**config.mk**
```make
export PLATFORM = sky130hd
export DESIGN_NAME = udp_gmii_tx
export DESIGN_NICKNAME = d
export VERILOG_FILES = /design/src/rtl/udp_gmii_tx.sv
export SDC_FILE = /design/constraint.sdc
export NUM_CORES = 1
export LEC_CHECK = 0
export ABC_CLOCK_PERIOD_IN_PS = 10440
export CAP_MARGIN = 20
export CORE_MARGIN = 2
export CORE_UTILIZATION = 60
export DETAILED_ROUTE_END_ITERATION = 7
export GPL_ROUTABILITY_DRIVEN = 0
export HOLD_SLACK_MARGIN = 0.15
export PLACE_DENSITY_LB_ADDON = 0.08
export SYNTH_ARGS = -nofsm -noshare
export SYNTH_HDL_FRONTEND = slang
export SYNTH_SLANG_ARGS = --single-unit
export TNS_END_PERCENT = 100
```
**constraint.sdc**
```tcl
create_clock -name clk -period 10.44 [get_ports clk]
set_input_delay 1.044 -clock clk [delete_from_list [all_inputs] [get_ports clk]]
set_output_delay 1.044 -clock clk [all_outputs]
set_load 0.02 [all_outputs]
```
**src/rtl/udp_gmii_tx.sv**
```systemverilog
// GMII transmit path for one UDP/IPv4 Ethernet II frame per start pulse.
// Builds the headers, fetches the payload a word at a time, pads to 18 bytes and appends the FCS.
module udp_gmii_tx #(
    parameter logic [47:0] BOARD_MAC = 48'h00_11_22_33_44_55,
    parameter logic [31:0] BOARD_IP  = {8'd192, 8'd168, 8'd1, 8'd10},
    parameter logic [15:0] SRC_PORT  = 16'd1234,
    parameter logic [15:0] DES_PORT  = 16'd1234
) (
    input  logic        clk,
    input  logic        rst,
    input  logic        tx_start_en,
    input  logic [15:0] tx_byte_num,
    input  logic [47:0] des_mac,
    input  logic [31:0] des_ip,
    input  logic [31:0] tx_data,
    output logic        tx_req,
    output logic        tx_done,
    output logic        gmii_tx_en,
    output logic [7:0]  gmii_txd
);

    localparam logic [15:0] MAX_PAYLOAD = 16'd1472;
    localparam logic [15:0] MIN_PAYLOAD = 16'd18;

    typedef enum logic [3:0] {
        IDLE, CSUM, PREAMBLE, ETH_HDR, IP_HDR, UDP_HDR, DATA, FCS, IFG
    } state_t;

    state_t      state;
    logic [15:0] cnt;
    logic [47:0] des_mac_r;
    logic [31:0] des_ip_r;
    logic [15:0] n_r;
    logic [15:0] ident;
    logic [19:0] csum_acc;
    logic [15:0] ip_csum;
    logic [31:0] data_word;
    logic [31:0] crc;

    logic [15:0]      data_len;
    logic [15:0]      ip_len;
    logic [15:0]      udp_len;
    logic [13:0][7:0] eth_hdr;
    logic [19:0][7:0] ip_hdr;
    logic [7:0][7:0]  udp_hdr;
    logic [3:0][7:0]  word_b;
    logic [3:0][7:0]  crc_b;
    logic [19:0]      csum_sum;
    logic [16:0]      fold1;
    logic [15:0]      fold2;
    logic [7:0]       tx_byte;
    logic [31:0]      crc_next;

    // Reflected CRC-32, data bits consumed LSB first.
    function automatic logic [31:0] crc8(input logic [31:0] c, input logic [7:0] d);
        logic [31:0] r;
        r = c;
        for (int i = 0; i < 8; i++)
            r = (r >> 1) ^ ((r[0] ^ d[i]) ? 32'hEDB8_8320 : 32'h0);
        return r;
    endfunction

    assign data_len = (n_r < MIN_PAYLOAD) ? MIN_PAYLOAD : n_r;
    assign ip_len   = 16'd28 + n_r;
    assign udp_len  = 16'd8 + n_r;
    assign eth_hdr  = {des_mac_r, BOARD_MAC, 16'h0800};
    assign ip_hdr   = {16'h4500, ip_len, ident, 16'h4000, 16'h4011, ip_csum, BOARD_IP, des_ip_r};
    assign udp_hdr  = {SRC_PORT, DES_PORT, udp_len, 16'h0000};
    assign word_b   = data_word;
    assign crc_b    = crc;

    // Sum is 20 bits wide so nine 16-bit words never overflow before folding.
    assign csum_sum = {4'd0, 16'h4500} + {4'd0, ip_len} + {4'd0, ident}
                    + {4'd0, 16'h4000} + {4'd0, 16'h4011}
                    + {4'd0, BOARD_IP[31:16]} + {4'd0, BOARD_IP[15:0]}
                    + {4'd0, des_ip_r[31:16]} + {4'd0, des_ip_r[15:0]};
    assign fold1    = {1'b0, csum_acc[15:0]} + {13'd0, csum_acc[19:16]};
    assign fold2    = fold1[15:0] + {15'd0, fold1[16]};

    always_comb begin
        tx_byte = 8'h00;
        case (state)
            PREAMBLE: tx_byte = (cnt == 16'd7) ? 8'hD5 : 8'h55;
            ETH_HDR:  tx_byte = eth_hdr[4'd13 - cnt[3:0]];
            IP_HDR:   tx_byte = ip_hdr[5'd19 - cnt[4:0]];
            UDP_HDR:  tx_byte = udp_hdr[3'd7 - cnt[2:0]];
            DATA: begin
                // The first byte of each word comes straight off tx_data, the rest from the capture.
                if (cnt < n_r)
                    tx_byte = (cnt[1:0] == 2'd0) ? tx_data[31:24] : word_b[2'd3 - cnt[1:0]];
            end
            FCS:      tx_byte = ~crc_b[cnt[1:0]];
            default:  tx_byte = 8'h00;
        endcase
    end

    assign crc_next = crc8(crc, tx_byte);

    always_ff @(posedge clk) begin
        if (rst) begin
            state      <= IDLE;
            cnt        <= '0;
            des_mac_r  <= '0;
            des_ip_r   <= '0;
            n_r        <= '0;
            ident      <= '0;
            csum_acc   <= '0;
            ip_csum    <= '0;
            data_word  <= '0;
            crc        <= '1;
            tx_req     <= 1'b0;
            tx_done    <= 1'b0;
            gmii_tx_en <= 1'b0;
            gmii_txd   <= '0;
        end else begin
            tx_req     <= 1'b0;
            tx_done    <= 1'b0;
            gmii_tx_en <= 1'b0;
            gmii_txd   <= '0;
            case (state)
                IDLE: begin
                    if (tx_start_en) begin
                        des_mac_r <= des_mac;
                        des_ip_r  <= des_ip;
                        n_r       <= (tx_byte_num > MAX_PAYLOAD) ? MAX_PAYLOAD : tx_byte_num;
                        cnt       <= '0;
                        state     <= CSUM;
                    end
                end
                CSUM: begin
                    if (cnt == 16'd0) begin
                        csum_acc <= csum_sum;
                        cnt      <= cnt + 16'd1;
                    end else begin
                        ip_csum <= ~fold2;
                        crc     <= '1;
                        cnt     <= '0;
                        state   <= PREAMBLE;
                    end
                end
                PREAMBLE: begin
                    gmii_tx_en <= 1'b1;
                    gmii_txd   <= tx_byte;
                    if (cnt == 16'd7) begin
                        cnt   <= '0;
                        state <= ETH_HDR;
                    end else begin
                        cnt <= cnt + 16'd1;
                    end
                end
                ETH_HDR: begin
                    gmii_tx_en <= 1'b1;
                    gmii_txd   <= tx_byte;
                    crc        <= crc_next;
                    if (cnt == 16'd13) begin
                        cnt   <= '0;
                        state <= IP_HDR;
                    end else begin
                        cnt <= cnt + 16'd1;
                    end
                end
                IP_HDR: begin
                    gmii_tx_en <= 1'b1;
                    gmii_txd   <= tx_byte;
                    crc        <= crc_next;
                    if (cnt == 16'd19) begin
                        ident <= ident + 16'd1;
                        cnt   <= '0;
                        state <= UDP_HDR;
                    end else begin
                        cnt <= cnt + 16'd1;
                    end
                end
                UDP_HDR: begin
                    gmii_tx_en <= 1'b1;
                    gmii_txd   <= tx_byte;
                    crc        <= crc_next;
                    // Word 0 request leads the first payload byte by two cycles.
                    if (cnt == 16'd6 && n_r != 16'd0)
                        tx_req <= 1'b1;
                    if (cnt == 16'd7) begin
                        cnt   <= '0;
                        state <= DATA;
                    end else begin
                        cnt <= cnt + 16'd1;
                    end
                end
                DATA: begin
                    gmii_tx_en <= 1'b1;
                    gmii_txd   <= tx_byte;
                    crc        <= crc_next;
                    if (cnt[1:0] == 2'd0)
                        data_word <= tx_data;
                    if (cnt[1:0] == 2'd2 && (cnt + 16'd2) < n_r)
                        tx_req <= 1'b1;
                    if (cnt == data_len - 16'd1) begin
                        cnt   <= '0;
                        state <= FCS;
                    end else begin
                        cnt <= cnt + 16'd1;
                    end
                end
                FCS: begin
                    gmii_tx_en <= 1'b1;
                    gmii_txd   <= tx_byte;
                    if (cnt == 16'd3) begin
                        cnt   <= '0;
                        state <= IFG;
                    end else begin
                        cnt <= cnt + 16'd1;
                    end
                end
                IFG: begin
                    // Twelve idle cycles elapse on the line before tx_done rises.
                    if (cnt == 16'd12) begin
                        tx_done <= 1'b1;
                        cnt     <= '0;
                        state   <= IDLE;
                    end else begin
                        cnt <= cnt + 16'd1;
                    end
                end
                default: state <= IDLE;
            endcase
        end
    end

endmodule
```
======== Word-level counts from Yosys, hierarchy flattened ========
Index checks and enable logic that the tools add are counted.
Widths: inputs -> output; s select.
word-level totals
  bits in registers ....................... 243
  input port bits ......................... 131
  output and inout bits ................... 11
  word-level logic and storage cells ...... 160
cells by class
  add/sub/neg operators ................... 20
  $lt $le $gt $ge ......................... 9
  equality and inequality tests ........... 25
  muxes and demuxes ....................... 50
  bitwise logic cells ..................... 21
  reductions and logical operators ........ 21
operators by type and width
  cell                    count
  $mux 32                 9
  $xor 31x32->32          8
  $mux 16                 10
  $pmux 16 s8             1
  $mux 8                  8
  $pmux 32 s2             1
  $pmux 8 s6              1
  $add 20x16->20          2
  $bmux 8 s5              1
  $mux 4                  9
  $pmux 4 s9              1
  $add 16x1->16 const B   2
  $bmux 8 s2              2
  $bmux 8 s4              1
  $eq 16x3->1 const B     2
  $eq 16x4->1 const B     2
  $lt 16x16->1            2
  $bmux 8 s3              1
  $add 19x15->20 const B  1
  $add 20x16->20 const B  1
  $add 20x9->20 const B   1
  $add 18x15->19 const B  1
  $add 17x16->18          1
  $ne 2x2->1 const B      9
  43 further kinds        69

======== Depth between registers and ports, before layout ========
Gate-level depths: netlist of run 1.
  depth after elaboration ................. 31
  mapped depth ............................ 21
  gate-level depth less buffers ........... 21

======== Worst setup path after synthesis of run 1 ========
No wires, ideal clock.
  path type ............................... register -> register
  start point ............................. register n_r[2]
  end point ............................... register csum_acc[17]
  library setup time ...................... 0.070 ns
  arrival ................................. 4.236 ns
  required time ........................... 10.370 ns
  slack ................................... 6.134 ns
  cell stages (with the launch flop) ...... 19
  path buffers ............................ 1
  clock period less this slack ............ 4.306 ns
  cells stage by stage .................... dfxtp_1 > clkbuf_1 > inv_1 > ha_1 > inv_1 > fa_1 > ha_1 > ha_1 > nor2b_1 > o21ai_0 > a21oi_1 > o21a_1 > o21ai_0 > a21o_1 > a21boi_0 > o21a_1 > or3b_2 > a311o_1 > a21oi_1
on the way
  word-level cells in the longest chain between the ends .. 9
ends and longest elaborated chain
  element                      RTL line  text
  start, declared              33        logic [15:0] n_r;
  start signal, assigned       125       n_r <= (tx_byte_num > MAX_PAYLOAD) ? MAX_PAYLOAD : tx_byte_num;
  $add 5x16->16                64        assign ip_len = 16'd28 + n_r;
  $add 15x16->17               73        assign csum_sum = {4'd0, 16'h4500} + {4'd0, ip_len} + {4'd0, ident}
  $add 17x16->18               73
  $add 18x15->19               74        + {4'd0, 16'h4000} + {4'd0, 16'h4011}
  $add 19x15->20               74
  $add 20x16->20               75        + {4'd0, BOARD_IP[31:16]} + {4'd0, BOARD_IP[15:0]}
  $add 20x9->20                75
  $add 20x16->20 (2 in a row)  76        + {4'd0, des_ip_r[31:16]} + {4'd0, des_ip_r[15:0]};
  end signal, assigned         132       csum_acc <= csum_sum;
  end, declared                35        logic [19:0] csum_acc;
Every way passes these cells.
A chain may end at the register's enable or synchronous reset.

======== Worst setup path after layout of run 1 ========
  start point ............................. register cnt[2]
  end point ............................... register crc[23]
on the way
  word-level cells in the longest chain between the ends .. 17
  elaborated cells on any way between the ends .. 38
  those cells by class .................... 3 x add/sub; 1 x order compare; 2 x eq/ne; 16 x mux; 14 x bitwise; 2 x reduce/logical
ends and longest elaborated chain
  element                                    RTL line    text
  start, declared                            30          logic [15:0] cnt;
  start signal, assigned                     133         cnt <= cnt + 16'd1;
  start signal, assigned                     148         cnt <= cnt + 16'd1;
  start signal, assigned                     159         cnt <= cnt + 16'd1;
  $sub 5x5->5, or another cell as far along  85          IP_HDR: tx_byte = ip_hdr[5'd19 - cnt[4:0]];
  $bmux 8 s5, or another cell as far along   85
  $mux 8, on equally long branches           85, 84, 86
  $pmux 8 s6                                 82          case (state)
  $xor 1x1->1                                59          r = (r >> 1) ^ ((r[0] ^ d[i]) ? 32'hEDB8_8320 : 32'h0);
  $mux 32                                    59
  $xor 31x32->32 (6 in a row)                59
  $xor 1x1->1                                59
  $mux 32                                    59
  $xor 31x32->32 (2 in a row)                59
  $pmux 32 s2                                120         case (state)
  end signal, assigned                       154         crc <= crc_next;
  end signal, assigned                       165         crc <= crc_next;
  end signal, assigned                       177         crc <= crc_next;
  end, declared                              38          logic [31:0] crc;
Several ways; a longest one is shown, not always the timed one. The select of a mux whose other input is x is not followed.

==> flow_summary.ini, run 1 <==
[run_status]
outcome = completed

[worst_setup_path]
cp.required_ns = 10.91
cpLargestDelayFamily = XOR/XNOR gates
timing.rr.start = cnt[2]
crit_start = cnt[2]
arrival_ns = 5.62
reg2reg_slack_ns = 5.29
max_stage_delay_ns = 0.87
endpoint_kind = flop
critPathKind = flop to flop
crit_path_max_fanout = 23
cp-start-kind = flop
crit_path_frequent_cell = a21oi_1
crit_buf_inv = 1
critPathSlowestCell = dfxtp_1
ff2ff_path_depth = 12
crit_chain = inv_1, ha_1, a211oi_1, a21oi_1, a311o_1, a311oi_1, nor4_2, xnor2_2, xnor2_1, xnor3_2, xnor3_1, a21oi_1
r2r-end = crc[23]

[yosys]
netlist_top_cells_area = dfxtp_1 (30%), nand2_1 (7.2%), ha_1 (6.8%)
syn_avg_cell_area_sq_um = 8.38
syn_area_sq_um = 16200
synth_ff_type = dfxtp_1
syn_inst = 1931
async_flop_share = 0
synth.distinct_cells = 97
synth_fp_nets = 2182
ys_ff_latch = 242
synth_area_leader_cell = dfxtp_1
synth_most_common_cell = nand2_1
synth_enable_flop_cells = 0
ys_seq_area_frac = 0.299
ys_warn_count = 0
netlist.area_leader.share = 0.299
synth_common_cells = nand2_1 (311), dfxtp_1 (242), a21oi_1 (184)

[global_route]
grt_max_degree = 99
grt_pass1_wl_microns = 72400
antenna_found_initial = 0
track_usage = 0.319
grt_pass1_vias = 13600
overflow = 0

[cts]
cts_tree = built
cts_resized = 0
clockRootBuffer = clkbuf_16
cts.htree.levels = 1
path_clk_slew_ns = 0.06
cts_setup_buffers = 0
cts.sinks = 242
postCtsHoldBufs = 0
worst_skew_pair.late_latency_ns = 0.55
cts_buffer_depth = 3
numCtsBuffers = 27

[flow_run]
drv_cap = 0

[detailed_routing]
drc_errors = 0
firstDrtPassIters = 7
vias = 14500
detail_route.iter0.violations = 1737
viasPerCell = 6.16
drt-wirelength-per-cell_microns = 19.8
ant_nets = 0
totalWireLength_microns = 46500

[timing]
setup_violations = 0
fin_skew_ns = 0.0152
holdWs_ns = 0.452
slew_headroom = 0.320
min_period_over_period = 0.494
timing.setup.tns_ns = 0
worst_pin_slew_ns = 1.02
final-max-slew-violation-count = 0
min_period_ns = 5.15
grt_setup_unrepaired = no
final_hold_viol_count = 0
clock.fmax_mhz = 194

[floorplan]
io_pins = 142
rows = 60
die_h_microns = 168
start_util = 0.606
core-area_sq_um = 26700
die_area_sq_um = 28300
die_w_microns = 168

[power]
powerDensity_nw_per_um2 = 233
ir_drop_mv = 0.191
finalPower_uw = 4360
leakagePower_uw = 0.00705

[worst_hold_path]
whs_endpoint = des_mac_r[4]
hold_path.startpoint = des_mac_r[4]
hold_depth = 2
hp-class = flop to flop

[placed_design]
place_area_sq_um = 17600
hpwl_microns = 34100
numPortBuffers = 141

[final_layout]
layout-drive-gt1-share = 0.0762
fill_cells = 2144
layout.nets = 2239
finalInstanceArea_sq_um = 18700
n_antenna_cell = 0
syn2layout_area_growth_pct = 15.6
[per-stage QoR]
| step | cells | setup WS [ns] | util |
|---|---|---|---|
| 6_report | 2350 | 5.29 | 0.700 |
| 5_1_grt | 2350 | 5.04 | 0.700 |
| 4_1_cts | 2348 | 5.41 | 0.698 |
| 3_5_place_dp | 2298 | 5.49 | 0.657 |
| 3_3_place_gp | 2298 | 5.66 | 0.657 |
| 2_1_floorplan | 1931 | 6.13 | - |
[final cells by class]
class / instances / area [sq um] / share of cell area
multi-input cells: 1469 / 10500 / 0.559
flip-flops and latches: 242 / 4850 / 0.259
repair buffers: 153 / 1530 / 0.0817
clock buffers: 35 / 756 / 0.0404
well taps: 341 / 427 / 0.0228
inverters: 95 / 357 / 0.0191
clock inverters: 15 / 337 / 0.0180
[worst reg2reg max path, cell delays in order (launching register included)]
cell and delay [ns]:
dfxtp_1 0.87, inv_1 0.48, ha_1 0.69, a211oi_1 0.35, a21oi_1 0.10, a311o_1 0.34, a311oi_1 0.44, nor4_2 0.14
xnor2_2 0.47, xnor2_1 0.28, xnor3_2 0.37, xnor3_1 0.38, a21oi_1 0.18
[cell families after synthesis]
kind of cell,Yosys count,share of synthesized area
simple gates,700,0.202
flops,242,0.299
fa+ha+maj,120,0.108
xor+xnor,178,0.110
compound gates,396,0.156
mux,75,0.0692
buf+inv,220,0.0559
[worst max path at each step]
stage / to / cells past startpoint
4_1_cts: crc[23] / 12
3_5_place_dp: crc[23] / 12
6_report: crc[23] / 12
3_3_place_gp: crc[23] / 12
2_1_floorplan: csum_acc[17] / 18
5_1_grt: crc[17] / 13
[state kept, by name, indices dropped and copies added (netlist names)]
signal      count
data_word      32
tx_req          1
tx_done         1
n_r            16
gmii_tx_en      1
state           4
gmii_txd        8
des_mac_r      48
csum_acc       19
crc            32
des_ip_r       32
ident          16
cnt            16
ip_csum        16
[per-layer routing]
metal / share of wire / GRT usage / routed length [microns]
met1: 0.42 / 0.430 / 19400
met4: 0.039 / 0.118 / 1790
met2: 0.47 / 0.524 / 21900
met5: 0 / 0 / 0
met3: 0.074 / 0.0435 / 3440
[power by group]
| group | switching, uW | internal [uW] | total [uW] |
|---|---|---|---|
| Sequential | 177 | 1060 | 1240 |
| Combinational | 1100 | 869 | 1970 |
| Clock | 397 | 757 | 1150 |
[cell usage in the layout, fill, tap and decap left out, drive strengths merged, types with 36 or more instances in the layout]
| cell type | count |
|---|---|
| xnor2 | 107 |
| nand2 | 311 |
| a21oi | 184 |
| nor3 | 39 |
| inv | 97 |
| nand3 | 42 |
| dfxtp | 242 |
| clkdlybuf4s50 | 140 |
| o21ai | 45 |
| clkbuf | 36 |
| nor2 | 148 |
| xor2 | 62 |
| ha | 88 |
(Power assumes the default switching activity.)
==> run 2: changes to the inputs <==
- ABC_CLOCK_PERIOD_IN_PS: 10440 -> 5200
- CORE_UTILIZATION: 60 -> 59
- clock period: 10.44 -> 5.2 ns (I/O delays scaled with it)
==> run 2 against run 1 <==
Compared with the run above:
- first-iteration DRC count shrank 21%
- core utilization shrank 0.48 points
- wire length grew 0.42%
- non-clock buffer count grew 18
- clock power grew 77%
==> flow_summary.ini, run 2 (synthesis results as in run 1) <==
[worst_setup_path]
cp-start-kind = flop
critPathKind = flop to flop
cp.required_ns = 5.67
critPathSlowestCell = dfxtp_1
crit_path_max_fanout = 11
crit_chain = inv_1, ha_1, a21boi_1, buf_4, xnor2_1, fa_1, inv_1, ha_1, ha_1, inv_1, a21oi_1, o21a_1, o21ai_0, a21o_1, a21boi_0, o21a_1, or3b_2, a311o_1, a21oi_1
max_stage_delay_ns = 0.54
arrival_ns = 5.20
endpoint_kind = flop

[cts]
clockRootBuffer = clkbuf_16
cts_buffer_depth = 3
worst_skew_pair.late_latency_ns = 0.55
cts_setup_buffers = 0
postCtsHoldBufs = 0
cts.htree.levels = 1
cts_tree = built
cts_resized = 0
numCtsBuffers = 27
path_clk_slew_ns = 0.06
cts.sinks = 242

[timing]
worst_pin_slew_ns = 0.996
clock.fmax_mhz = 211
min_period_ns = 4.73
slew_headroom = 0.336
final-max-slew-violation-count = 0
final_hold_viol_count = 0
fin_skew_ns = 0.00828
grt_setup_unrepaired = no
timing.setup.tns_ns = 0
min_period_over_period = 0.909
setup_violations = 0

[flow_run]
drv_cap = 0

[worst_hold_path]
hp-class = flop to flop

[global_route]
overflow = 0
track_usage = 0.320
grt_pass1_vias = 13900
grt_pass1_wl_microns = 73500
grt_max_degree = 128
antenna_found_initial = 0

[detailed_routing]
ant_nets = 0
detail_route.iter0.violations = 1369
viasPerCell = 6.13
totalWireLength_microns = 46700
vias = 14500
drc_errors = 0
drt-wirelength-per-cell_microns = 19.7
firstDrtPassIters = 5

[final_layout]
layout.nets = 2257
fin_util = 0.695
multi_input_area_sq_um = 10400
largest-register = des_mac_r
layout_common_cells = nand2_1 (310), dfxtp_1 (240), a21oi_1 (184)
fill_cells = 2174
final_common_cell = nand2_1
seq_area_sq_um = 4850
syn2layout_area_growth_pct = 15.7
n_antenna_cell = 0
layout-drive-gt1-share = 0.0824
largest_register_ffs = 48

[placed_design]
hpwl_microns = 34300
numPortBuffers = 141

[power]
combPwrFrac = 0.474
swShare = 0.391
leakagePower_uw = 0.00709
pwr-share-clk = 0.241
power.internal_uw = 5170
p_seq_frac = 0.286
powerDensity_nw_per_um2 = 453
switchingPower_uw = 3320
ir_drop_mv = 0.355

[floorplan]
rows = 60
die_w_microns = 170
io_pins = 142
core-area_sq_um = 27000
die_h_microns = 170
start_util = 0.601
die_area_sq_um = 28800

[run_status]
outcome = completed
[run 2: cell count changes in the layout (fill, tap and decap cells not counted), sizes merged]
cell and change:
inv -1, clkinv -1, clkbuf +7, buf +19
bufinv -7
[run 2: power groups by stage]
| stage | logic, uW | registers (uW) | clock network (uW) |
|---|---|---|---|
| floorplan | 3110 | 2330 | 0 |
| global placement | 3890 | 2440 | 0 |
| detailed placement | 3960 | 2460 | 0 |
| CTS | 3990 | 2420 | 2060 |
| global route | 4390 | 2460 | 2140 |
| finish | 4020 | 2430 | 2040 |
[run 2: layer usage]
layer	up-vias	wire length (microns)	track usage
met3	115	3140	0.0368
met1	6964	20100	0.442
met5	-	0	0
met4	0	1770	0.120
li1	6856	-	-
met2	581	21700	0.517
[run 2: critical path, delay by kind of cell (launching register included)]
kind | cells | cell delay [ns]
fa+ha+maj | 4 | 1.25
xor+xnor | 1 | 0.31
compound gates | 9 | 1.55
flops | 1 | 0.54
simple gates | 1 | 0.46
buf+inv | 4 | 0.55
[run 2: area by class of cell]
class                      count  area share
multi-input combinational   1469       0.558
sequential                   242       0.259
timing repair buffer         171      0.0900
clock buffer                  43      0.0452
tap                          341      0.0228
inverter                      95      0.0190
clock inverter                 6     0.00641
[run 2: worst paths after layout]
kind / endpoint / cells after the start / slack [ns] / start
worst max register to register: csum_acc[17] / 19 / 0.47 / n_r[4]
worst max-delay path: csum_acc[17] / 19 / 0.47 / n_r[4]
worst min-delay path: des_mac_r[38] / 2 / 0.45 / des_mac_r[38]
worst min register to register: des_mac_r[38] / 2 / 0.45 / des_mac_r[38]
[run 2: stage by stage]
step	total power [uW]	cells	cell area [sq um]	setup WS, ns	hold WS (ns)
5_1_grt	8990	2367	18700	0.176	0.463
4_1_cts	8470	2365	18700	0.547	0.453
2_1_floorplan	5440	1931	16200	0.894	0.433
3_5_place_dp	6420	2316	17700	0.569	0.444
6_report	8490	2367	18700	0.471	0.453
3_3_place_gp	6340	2316	17700	0.726	0.440
